File: config.mk
export PLATFORM = sky130hd
export DESIGN_NAME = sram_axi_bridge
export DESIGN_NICKNAME = d
export VERILOG_FILES = /design/src/rtl/sram_axi_bridge_pkg.sv /design/src/rtl/sram_axi_bridge.sv
export SDC_FILE = /design/constraint.sdc
export NUM_CORES = 1
export LEC_CHECK = 0
export CORE_AREA = 2 2 148 150
export CTS_BUF_LIST = sky130_fd_sc_hd__clkbuf_4
export CTS_CLUSTER_SIZE = 28
export DETAILED_ROUTE_END_ITERATION = 8
export DIE_AREA = 0 0 150 152
export SLEW_MARGIN = 25
export SYNTH_ARGS = -nofsm -noshare
export SYNTH_HDL_FRONTEND = slang
export SYNTH_SLANG_ARGS = --single-unit
export TNS_END_PERCENT = 20
File: constraint.sdc
create_clock -name clk -period 3.2 [get_ports clk]
set_clock_uncertainty 0.15 [all_clocks]
set_input_delay 0.48 -clock clk [delete_from_list [all_inputs] [get_ports clk]]
set_output_delay 0.48 -clock clk [all_outputs]
set_load 0.005 [all_outputs]
File: src/rtl/sram_axi_bridge_pkg.sv
// Shared IDs, FSM state encodings and address helpers for the SRAM-to-AXI bridge.
package sram_axi_bridge_pkg;

  localparam logic [3:0] AXI_INST_ID = 4'd0;
  localparam logic [3:0] AXI_DATA_ID = 4'd1;

  typedef enum logic [2:0] {
    RD_IDLE = 3'b001,
    RD_AR   = 3'b010,
    RD_R    = 3'b100
  } rdState_e;

  typedef enum logic [2:0] {
    WR_IDLE = 3'b001,
    WR_AW   = 3'b010,
    WR_B    = 3'b100
  } wrState_e;

  // Two byte addresses hit the same 32-bit word when their upper 30 bits match.
  function automatic logic sameWord(input logic [31:0] a, input logic [31:0] b);
    return a[31:2] == b[31:2];
  endfunction

endpackage

File: src/rtl/sram_axi_bridge.sv
// Bridges the core's inst/data SRAM-like ports onto a single AXI3 master with one
// outstanding read and one outstanding write, single-beat bursts only.
module sram_axi_bridge
  import sram_axi_bridge_pkg::*;
#(
  parameter logic [3:0] INST_ID = AXI_INST_ID,
  parameter logic [3:0] DATA_ID = AXI_DATA_ID
) (
  input  logic        clk,
  input  logic        resetn,
  input  logic        inst_sram_req,
  input  logic [1:0]  inst_sram_size,
  input  logic [31:0] inst_sram_addr,
  output logic        inst_sram_addr_ok,
  output logic        inst_sram_data_ok,
  output logic [31:0] inst_sram_rdata,
  input  logic        data_sram_req,
  input  logic        data_sram_wr,
  input  logic [1:0]  data_sram_size,
  input  logic [3:0]  data_sram_wstrb,
  input  logic [31:0] data_sram_addr,
  input  logic [31:0] data_sram_wdata,
  output logic        data_sram_addr_ok,
  output logic        data_sram_data_ok,
  output logic [31:0] data_sram_rdata,
  output logic [3:0]  axi_arid,
  output logic [3:0]  arid,
  output logic [31:0] araddr,
  output logic [3:0]  arlen,
  output logic [2:0]  arsize,
  output logic [1:0]  arburst,
  output logic [1:0]  arlock,
  output logic [3:0]  arcache,
  output logic [2:0]  arprot,
  output logic        arvalid,
  input  logic        arready,
  input  logic [3:0]  rid,
  input  logic [31:0] rdata,
  input  logic [1:0]  rresp,
  input  logic        rlast,
  input  logic        rvalid,
  output logic        rready,
  output logic [3:0]  awid,
  output logic [31:0] awaddr,
  output logic [3:0]  awlen,
  output logic [2:0]  awsize,
  output logic [1:0]  awburst,
  output logic [1:0]  awlock,
  output logic [3:0]  awcache,
  output logic [2:0]  awprot,
  output logic        awvalid,
  input  logic        awready,
  output logic [3:0]  wid,
  output logic [31:0] wdata,
  output logic [3:0]  wstrb,
  output logic        wlast,
  output logic        wvalid,
  input  logic        wready,
  input  logic [3:0]  bid,
  input  logic [1:0]  bresp,
  input  logic        bvalid,
  output logic        bready
);

  rdState_e    rdState_q, rdState_d;
  logic [31:0] rdAddr_q, rdAddr_d;
  logic [1:0]  rdSize_q, rdSize_d;
  logic [3:0]  rdId_q, rdId_d;

  wrState_e    wrState_q, wrState_d;
  logic [31:0] wrAddr_q, wrAddr_d;
  logic [1:0]  wrSize_q, wrSize_d;
  logic [3:0]  wrStrb_q, wrStrb_d;
  logic [31:0] wrData_q, wrData_d;
  logic        awDone_q, awDone_d;
  logic        wDone_q, wDone_d;

  logic wrBusy, rdDataBusy, instHazard, dataHazard;
  logic dataRdAddrOk, dataWrAddrOk, dataRdDataOk, dataWrDataOk;
  logic unusedOk;

  // Response fields carry nothing the core needs for single-beat OKAY-only traffic.
  assign unusedOk = &{1'b0, rresp, rlast, bid, bresp};

  // Any outstanding write blocks data reads (port serialisation) and same-word reads (RAW).
  assign wrBusy     = (wrState_q != WR_IDLE);
  assign rdDataBusy = (rdState_q != RD_IDLE) && (rdId_q == DATA_ID);
  assign instHazard = wrBusy && sameWord(wrAddr_q, inst_sram_addr);
  assign dataHazard = wrBusy && sameWord(wrAddr_q, data_sram_addr);

  // Read FSM state and latched request registers.
  always_ff @(posedge clk or negedge resetn) begin
    if (!resetn) begin
      rdState_q <= RD_IDLE;
      rdAddr_q  <= 32'd0;
      rdSize_q  <= 2'd0;
      rdId_q    <= 4'd0;
    end else begin
      rdState_q <= rdState_d;
      rdAddr_q  <= rdAddr_d;
      rdSize_q  <= rdSize_d;
      rdId_q    <= rdId_d;
    end
  end

  // Read FSM next-state: arbitrate data over inst, issue AR, route the R beat by rid.
  always_comb begin
    rdState_d         = rdState_q;
    rdAddr_d          = rdAddr_q;
    rdSize_d          = rdSize_q;
    rdId_d            = rdId_q;
    arvalid           = 1'b0;
    rready            = 1'b0;
    inst_sram_addr_ok = 1'b0;
    inst_sram_data_ok = 1'b0;
    dataRdAddrOk      = 1'b0;
    dataRdDataOk      = 1'b0;
    case (rdState_q)
      RD_IDLE: begin
        if (data_sram_req && !data_sram_wr && !wrBusy && !dataHazard) begin
          dataRdAddrOk = 1'b1;
          rdAddr_d     = data_sram_addr;
          rdSize_d     = data_sram_size;
          rdId_d       = DATA_ID;
          rdState_d    = RD_AR;
        end else if (inst_sram_req && !instHazard &&
                     !(data_sram_req && !data_sram_wr && !wrBusy)) begin
          inst_sram_addr_ok = 1'b1;
          rdAddr_d          = inst_sram_addr;
          rdSize_d          = inst_sram_size;
          rdId_d            = INST_ID;
          rdState_d         = RD_AR;
        end
      end
      RD_AR: begin
        arvalid = 1'b1;
        if (arready) rdState_d = RD_R;
      end
      RD_R: begin
        rready = 1'b1;
        if (rvalid) begin
          if (rid == INST_ID) inst_sram_data_ok = 1'b1;
          else                dataRdDataOk      = 1'b1;
          rdState_d = RD_IDLE;
        end
      end
      default: rdState_d = RD_IDLE;
    endcase
  end

  // Write FSM state, latched write payload and per-channel handshake flags.
  always_ff @(posedge clk or negedge resetn) begin
    if (!resetn) begin
      wrState_q <= WR_IDLE;
      wrAddr_q  <= 32'd0;
      wrSize_q  <= 2'd0;
      wrStrb_q  <= 4'd0;
      wrData_q  <= 32'd0;
      awDone_q  <= 1'b0;
      wDone_q   <= 1'b0;
    end else begin
      wrState_q <= wrState_d;
      wrAddr_q  <= wrAddr_d;
      wrSize_q  <= wrSize_d;
      wrStrb_q  <= wrStrb_d;
      wrData_q  <= wrData_d;
      awDone_q  <= awDone_d;
      wDone_q   <= wDone_d;
    end
  end

  // Write FSM next-state: AW and W complete independently, then wait for B.
  always_comb begin
    wrState_d    = wrState_q;
    wrAddr_d     = wrAddr_q;
    wrSize_d     = wrSize_q;
    wrStrb_d     = wrStrb_q;
    wrData_d     = wrData_q;
    awDone_d     = awDone_q;
    wDone_d      = wDone_q;
    awvalid      = 1'b0;
    wvalid       = 1'b0;
    bready       = 1'b0;
    dataWrAddrOk = 1'b0;
    dataWrDataOk = 1'b0;
    case (wrState_q)
      WR_IDLE: begin
        if (data_sram_req && data_sram_wr && !rdDataBusy) begin
          dataWrAddrOk = 1'b1;
          wrAddr_d     = data_sram_addr;
          wrSize_d     = data_sram_size;
          wrStrb_d     = data_sram_wstrb;
          wrData_d     = data_sram_wdata;
          awDone_d     = 1'b0;
          wDone_d      = 1'b0;
          wrState_d    = WR_AW;
        end
      end
      WR_AW: begin
        awvalid  = !awDone_q;
        wvalid   = !wDone_q;
        awDone_d = awDone_q || awready;
        wDone_d  = wDone_q || wready;
        if ((awDone_q || awready) && (wDone_q || wready)) begin
          awDone_d  = 1'b0;
          wDone_d   = 1'b0;
          wrState_d = WR_B;
        end
      end
      WR_B: begin
        bready = 1'b1;
        if (bvalid) begin
          dataWrDataOk = 1'b1;
          wrState_d    = WR_IDLE;
        end
      end
      default: wrState_d = WR_IDLE;
    endcase
  end

  assign data_sram_addr_ok = dataRdAddrOk | dataWrAddrOk;
  assign data_sram_data_ok = dataRdDataOk | dataWrDataOk;
  assign inst_sram_rdata   = rdata;
  assign data_sram_rdata   = rdata;
  assign axi_arid          = rid;

  assign arid    = rdId_q;
  assign araddr  = rdAddr_q;
  assign arsize  = {1'b0, rdSize_q};
  assign arlen   = 4'd0;
  assign arburst = 2'b01;
  assign arlock  = 2'd0;
  assign arcache = 4'd0;
  assign arprot  = 3'd0;

  assign awid    = DATA_ID;
  assign awaddr  = wrAddr_q;
  assign awsize  = {1'b0, wrSize_q};
  assign awlen   = 4'd0;
  assign awburst = 2'b01;
  assign awlock  = 2'd0;
  assign awcache = 4'd0;
  assign awprot  = 3'd0;

  assign wid     = DATA_ID;
  assign wdata   = wrData_q;
  assign wstrb   = wrStrb_q;
  assign wlast   = 1'b1;

endmodule

==> results of run 1 <==
==> cell usage after synthesis, types with 2 or more instances <==
cell type,count
nand3b_1,3
dfstp_2,2
buf_2,10
dfrtp_1,111
a21oi_1,3
nor3_1,3
conb_1,2
xor2_1,30
clkbuf_1,18
nor3b_1,3
nand2_1,215
nand4_1,2
or3_1,34
nor4_1,8
o221a_1,34
inv_1,2
o21ai_0,2
buf_4,112
o22ai_1,2
a21o_1,2
nor2_1,5
buf_8,3
==> logic make-up after synthesis <==
kind of cell | after synthesis
AOI/OAI and AO/OA | 50
and+or+nand+nor | 281
xor gates and xnor gates | 30
buffers and inverters | 146
DFF | 113
other | 2
==> flip-flops by register name (all words and copies together) (netlist names), 2 cells and up <==
register / cells
araddr: 32
awaddr: 32
wdata: 32
wstrb: 4
rdState_q: 3
wrState_q: 3
rdSize_q: 2
wrSize_q: 2
==> layer usage <==
metal / vias to the layer above / global-route usage / wire [um]
li1: 2250 / - / -
met3: 49 / 0.05015 / 1441
met4: 0 / 0.05930 / 529
met1: 2236 / 0.1974 / 7509
met2: 210 / 0.2690 / 9022
met5: - / 0 / 0
==> critical path, cell delays in order <==
cell and delay [ns]:
clkdlybuf4s50_1 0.46, xor2_1 0.17, nor4_2 0.33, buf_4 0.16, nand4_1 0.11, o21ai_2 0.19
or3b_1 0.15, inv_1 0.04, dlygate4sd2_1 0.27
==> what timing repair did <==
item	CTS	global route
endpoints found under the setup margin	2	1
pin swaps	4	0
buffers inserted	2	1
hold endpoints to repair	22	0
gates resized for setup	8	1
hold buffers	1	0
==> per-stage QoR <==
stage	hold slack [ns]	cell area, um2	setup slack, ns	setup TNS (ns)
floorplan	0.03441	6011	0.9081	0
global placement	0.2636	7886	-0.2935	-7.528
detailed placement	0.2638	7914	-0.2786	-1.656
CTS	0.1840	8270	0.01054	0
global route	0.2040	8283	0.02061	0
finish	0.2563	8283	0.2050	0
==> power breakdown <==
group | internal, mW | switching [mW]
registers | 2.09 | 0.454
clock network | 0.536 | 0.613
logic | 1.87 | 1.33
total | 4.49 | 2.40
==> final cells by class <==
type                            count  area [um2]
Antenna cell                        1       2.502
Sequential cell                   113        2830
Clock buffer                       17       127.6
Multi-Input combinational cell    405        2211
Inverter                            2       7.507
Fill cell                        2189       13070
Timing Repair Buffer              259        2591
Clock inverter                     13       162.7
Tap cell                          280       350.3
==> worst max-delay path by stage <==
stage | from | endpoint
5_1_grt | wrState_q[0] | inst_sram_addr_ok
2_1_floorplan | wrState_q[0] | inst_sram_addr_ok
6_report | inst_sram_addr[5] | inst_sram_addr_ok
3_5_place_dp | inst_sram_addr[20] | inst_sram_addr_ok
4_1_cts | wrState_q[0] | data_sram_addr_ok
3_3_place_gp | inst_sram_addr[20] | inst_sram_addr_ok
==> out/results.tsv, run 1 <==
stage	metric	value	unit
synth	synth_edf_count	0	
timing	maxSlewViolCount	0	
global_route	grt_usage	0.1622	
layout	layout_commonest_cell	clkdlybuf4s50_1	
synth	synth_flop_cell	dfrtp_1	
min_path	hold_path.class	in2async	
global_route	grt_remaining_overflow	0	
setup_path	start_kind	input pin	
layout	layout_common_cells	clkdlybuf4s50_1, nand2_1, dfrtp_1	
cts	clk_pin_slew	0.13	ns
synth	netlist_instances	622	
synth	synth_compound_area_frac	0.08551	
cts	cts_max_level	4	
placed_design	gp_congestion	0.7605	
cts	cts_made_buffers	17	
synth	synth.area.mux_share	0	
synth	synth_top_family_by_area	simple AND/OR/NAND/NOR gates	
detailed_routing	wire_per_inst	16.98	um
cts	cts_tree	yes	
timing	relSlewSlack	0.6231	
synth	async_flop_share	1.000	
synth	synth_cell_type_count	38	
timing	clock.fmax	333.9	MHz
timing	worst_pin_slew	0.5642	ns
setup_path	critPathMaxFanout	2	
timing	min_period_over_period	0.9359	
cts	insertion_delay	0.51	ns
floorplanning	dieHeight	152	um
synth	yosysSeqAreaShare	0.4835	
synth	synth_xor_area_frac	0.04489	
synth	synth_warnings	0	
floorplanning	die_area	0.02280	mm2
floorplanning	chipWidth	150	um
synth	synth_top_area_share	0.4746	
global_route	grt_pass1_vias	4830	
floorplanning	io_pins	385	
timing	rsz0062_at_grt	no	
synth	yosys.area.top_type	dfrtp_1	
global_route	antenna_found_initial	1	
synth	syn_area	0.005853	mm2
synth	synth-simple-area-share	0.2101	
cts	clkSinkCount	113	
layout	fin_nets	957	
setup_path	reg2reg_depth	8	
detailed_routing	vias	4745	
floorplanning	num_rows	54	
setup_path	worstPathRequired	2.57	ns
detailed_routing	route.detailed.drc	0	
detailed_routing	drt_first_pass_iters	4	
run	maxCapViolations	0	
floorplanning	start_util	0.2741	
timing	hold_viol	0	
global_route	grt_pass1_wl	28190	um
placed_design	buffer_ports.inserted	235	
setup_path	critPathKind	in2out	
timing	period_minus_slack	2.995	ns
detailed_routing	wirelength	18500	um
timing	setup_viol	0	
setup_path	r2r-end	araddr[31]	
setup_path	cp.arrival	2.36	ns
detailed_routing	ant_nets	0	
detailed_routing	vias_per_cell	4.353	
power	p_leak	3.692	nW
cts	clock-root-buffer	clkbuf_4	
layout	area_delta_synth_final	41.51	%
synth	ys_ff_latch	113	
layout	final_util	0.3880	
floorplanning	core-area	0.02135	mm2
synth	yosys.area_share.adder	0	
global_route	grt_start_max_net_pins	66	
setup_path	critPathCaptureType	output pin	
placed_design	hpwl	13410	um
setup_path	timing.rr.start	awaddr[5]	
placed_design	dp.cells	1055	
power	irDropWorstVdd	0.2726	mV
setup_path	rrSetupSlack	0.73	ns
cts	clock_tree.buffer_depth	2	
power	powerDensity	831.6	mW/mm2
synth	synth_area_leaders	dfrtp_1, buf_4, nand2_1, o221a_1, xor2_1	
detailed_routing	dr.first_iter.drc_count	170	
synth	avgSynthCellArea	9.410	um2
layout	drive_gt1_frac	0.08405	
layout	finalNonFillerCells	1090	
power	power	6.888	mW
outcome	status	complete, no violations	
Note: power is estimated with default switching activity, not from simulation.
==> run 2, diff against run 1 <==
- ABC_AREA: default -> 1
- CELL_PAD_IN_SITES_DETAIL_PLACEMENT: default -> 1
- CELL_PAD_IN_SITES_GLOBAL_PLACEMENT: default -> 2
- CORE_AREA: 2 2 148 150 -> default
- CORE_ASPECT_RATIO: default -> 1.1
- CORE_MARGIN: default -> 2
- CORE_UTILIZATION: default -> 21
- DIE_AREA: 0 0 150 152 -> default
- PLACE_DENSITY_LB_ADDON: default -> 0.1
==> out/results.tsv, run 2 <==
stage	metric	value	unit	change
outcome	status	complete, no violations		unchanged
timing	worst_pin_slew	0.5913	ns	was 0.5642 ns
synth	synth_common_cells	nand2_1, buf_4, dfrtp_1, inv_1, o21ai_0		was nand2_1, buf_4, dfrtp_1, o221a_1, or3_1
timing	relSlewSlack	0.6028		was 0.6231
global_route	grt_start_max_net_pins	108		was 66
global_route	met2_usage	0.2529		was 0.2690
cts	clock-root-buffer	clkbuf_4		unchanged
cts	ctsResizeCount	0		was 8
synth	async_flop_share	1.000		unchanged
synth	netlist_instances	709		was 622
detailed_routing	dr.first_iter.drc_count	147		was 170
power	p_leak	3.971	nW	was 3.692 nW
cts	clock_tree.buffer_depth	2		unchanged
layout	layout_commonest_cell	clkdlybuf4s50_1		unchanged
setup_path	critPathMaxFanout	3		was 2
floorplanning	io_pins	385		unchanged
layout	drive_gt1_frac	0.06306		was 0.08405
detailed_routing	wire_per_inst	16.40	um	was 16.98 um
global_route	grt_pass1_vias	5620		was 4830
timing	maxSlewViolCount	0		unchanged
timing	clock.fmax	338.9	MHz	was 333.9 MHz
layout	fin_nets	1034		was 957
power	power	7.228	mW	was 6.888 mW
cts	postCtsSetupBuffers	0		was 2
synth	synth-simple-area-share	0.1770		was 0.2101
detailed_routing	vias	5011		was 4745
global_route	grt_pass1_wl	32370	um	was 28190 um
placed_design	buffer_ports.inserted	235		unchanged
cts	clk_pin_slew	0.13	ns	about the same
detailed_routing	wirelength	20620	um	was 18500 um
synth	synth.area.mux_share	0.06620		was 0
synth	synth_xor_area_frac	0.03433		was 0.04489
synth	synth_most_common_cell	nand2_1		unchanged
power	irDropWorstVdd	0.2545	mV	was 0.2726 mV
placed_design	hpwl	15280	um	was 13410 um
timing	setup_tns	0	ns	unchanged
layout	layout_common_cells	clkdlybuf4s50_1, nand2_1, dfrtp_1		unchanged
synth	yosys.area_share.adder	0		unchanged
global_route	grt_usage	0.1380		was 0.1622
floorplanning	start_util	0.2133		was 0.2741
floorplanning	core-area	0.02871	mm2	was 0.02135 mm2
synth	synth_warnings	0		unchanged
synth	synth_flop_cell	dfrtp_1		unchanged
global_route	antenna_found_initial	1		unchanged
global_route	grt.busiest_layer	met2		unchanged
global_route	grt_util_met3	0.03863		was 0.05015
synth	synth_area_leaders	dfrtp_1, buf_4, nand2_1, mux2_1, o21ai_0		was dfrtp_1, buf_4, nand2_1, o221a_1, xor2_1
layout	final_area	0.008606	mm2	was 0.008283 mm2
min_path	hold_path.class	in2async		unchanged
cts	cts_made_buffers	17		unchanged
setup_path	cp.arrival	2.32	ns	was 2.36 ns
power	powerDensity	839.9	mW/mm2	was 831.6 mW/mm2
synth	synth_compound_area_frac	0.06232		was 0.08551
cts	clkSinkCount	113		unchanged
synth	yosysSeqAreaShare	0.4622		was 0.4835
global_route	grt_remaining_overflow	0		unchanged
run	maxCapViolations	0		unchanged
synth	syn_area	0.006123	mm2	was 0.005853 mm2
detailed_routing	vias_per_cell	3.986		was 4.353
placed_design	gp_congestion	0.7445		was 0.7605
setup_path	start_kind	flip-flop		was input pin
placed_design	dpl_cell_area	0.008230	mm2	was 0.007914 mm2
global_route	grt.met1_usage	0.1545		was 0.1974
synth	avgSynthCellArea	8.637	um2	was 9.410 um2
setup_path	worstPathRequired	2.57	ns	about the same
layout	area_delta_synth_final	40.54	%	was 41.51%
detailed_routing	drt_first_pass_iters	4		unchanged
detailed_routing	ant_nets	0		unchanged
setup_path	critPathCaptureType	output pin		unchanged
detailed_routing	route.detailed.drc	0		unchanged
floorplanning	num_rows	65		was 54
cts	cts_tree	yes		unchanged
synth	synth_edf_count	0		unchanged
synth	synth_cell_type_count	28		was 38
floorplanning	chipWidth	166.8	um	was 150 um
synth	yosys.area.top_type	dfrtp_1		unchanged
synth	ys_ff_latch	113		unchanged
cts	insertion_delay	0.53	ns	was 0.51 ns
setup_path	critPathKind	reg2out		was in2out
floorplanning	die_area	0.03054	mm2	was 0.02280 mm2
timing	setup_viol	0		unchanged
timing	rsz0062_at_grt	no		unchanged
timing	period_minus_slack	2.951	ns	was 2.995 ns
timing	min_period_over_period	0.9221		was 0.9359
synth	synth_top_area_share	0.4536		was 0.4746
floorplanning	dieHeight	183.1	um	was 152 um
synth	synth_top_family_by_area	buffers and inverters		was simple AND/OR/NAND/NOR gates
timing	hold_viol	0		unchanged
cts	cts_max_level	4		unchanged
run 2: changes by cell type after synthesis, sizes merged, moves of 8 or more:
cell    previous run  this run
o221a             34         0
clkbuf            18         7
o21ai              3        65
nand3              0        42
xnor2              0        23
mux2               0        36
xor2              30         1
inv                2        59
nand2            215       187
buf              126       134
or3               34         0
nor2               5        23
run 2: cell type report:
cell class                      count  area [um2]
Antenna cell                        1       2.502
Clock buffer                       18       135.1
Clock inverter                     14       227.7
Fill cell                        3331       20100
Inverter                           59       221.5
Multi-Input combinational cell    438        2256
Sequential cell                   113        2830
Tap cell                          368       460.4
Timing Repair Buffer              246        2472
run 2: metal layers:
| layer | share of wire | routed length, um |
|---|---|---|
| met1 | 0.39 | 8036 |
| met2 | 0.54 | 11080 |
| met3 | 0.057 | 1179 |
| met5 | 0 | 0 |
| met4 | 0.016 | 325 |
run 2: cell families (layout without fill, tap and decap cells):
| logic type | Yosys count | count (layout) |
|---|---|---|
| flip-flops | 113 | 113 |
| AND/OR/NAND/NOR | 260 | 260 |
| buffers and inverters | 200 | 337 |
| AO/OA/AOI/OAI | 74 | 74 |
| XOR/XNOR | 24 | 24 |
| other | 2 | 45 |
| multiplexers | 36 | 36 |
run 2: final timing paths:
path                                     end  slack, ns  depth (start not counted)               from
max                        inst_sram_addr_ok       0.25                          9          awaddr[2]
min                               araddr[23]       0.30                          2             resetn
max reg2reg                       araddr[31]       0.74                         12          awaddr[2]
min reg2reg                         wdata[7]       0.36                          1           wdata[7]
max in group asynchronous       wrState_q[0]       1.70                          3             resetn
min in group clk                   awaddr[2]       0.36                          3  data_sram_addr[2]
run 2: critical path, cell delays in order, from the launching register on:
cell	delay [ns]
dfrtp_1	0.43
xnor2_1	0.21
nand2_1	0.08
nor2_1	0.15
nand2_1	0.11
nor2_1	0.11
nand2_1	0.10
nand3_2	0.08
inv_1	0.04
clkdlybuf4s50_1	0.48
run 2: timing repair:
action                                 in CTS  in global routing
hold buffers                                1                  0
setup endpoints to repair                   0                  0
endpoints found under the hold margin      33                  0
run 2: power by group:
part,switching (mW),internal [mW]
registers,0.453,2.11
clock network,0.649,0.722
logic,1.44,1.85
run 2: per-stage QoR:
| stage | std cells | hold WS [ns] | worst slack, ns | utilization |
|---|---|---|---|---|
| after global routing | 1257 | 0.2687 | 0.04083 | 0.2998 |
| after CTS | 1256 | 0.2545 | 0.1006 | 0.2997 |
| final | 1257 | 0.3038 | 0.2492 | 0.2998 |
| after detailed placement | 1223 | 0.3308 | 0.1509 | 0.2867 |
| after global placement | 1223 | 0.3262 | 0.1649 | 0.2867 |
| after floorplan | 751 | 0.03441 | 1.151 | - |
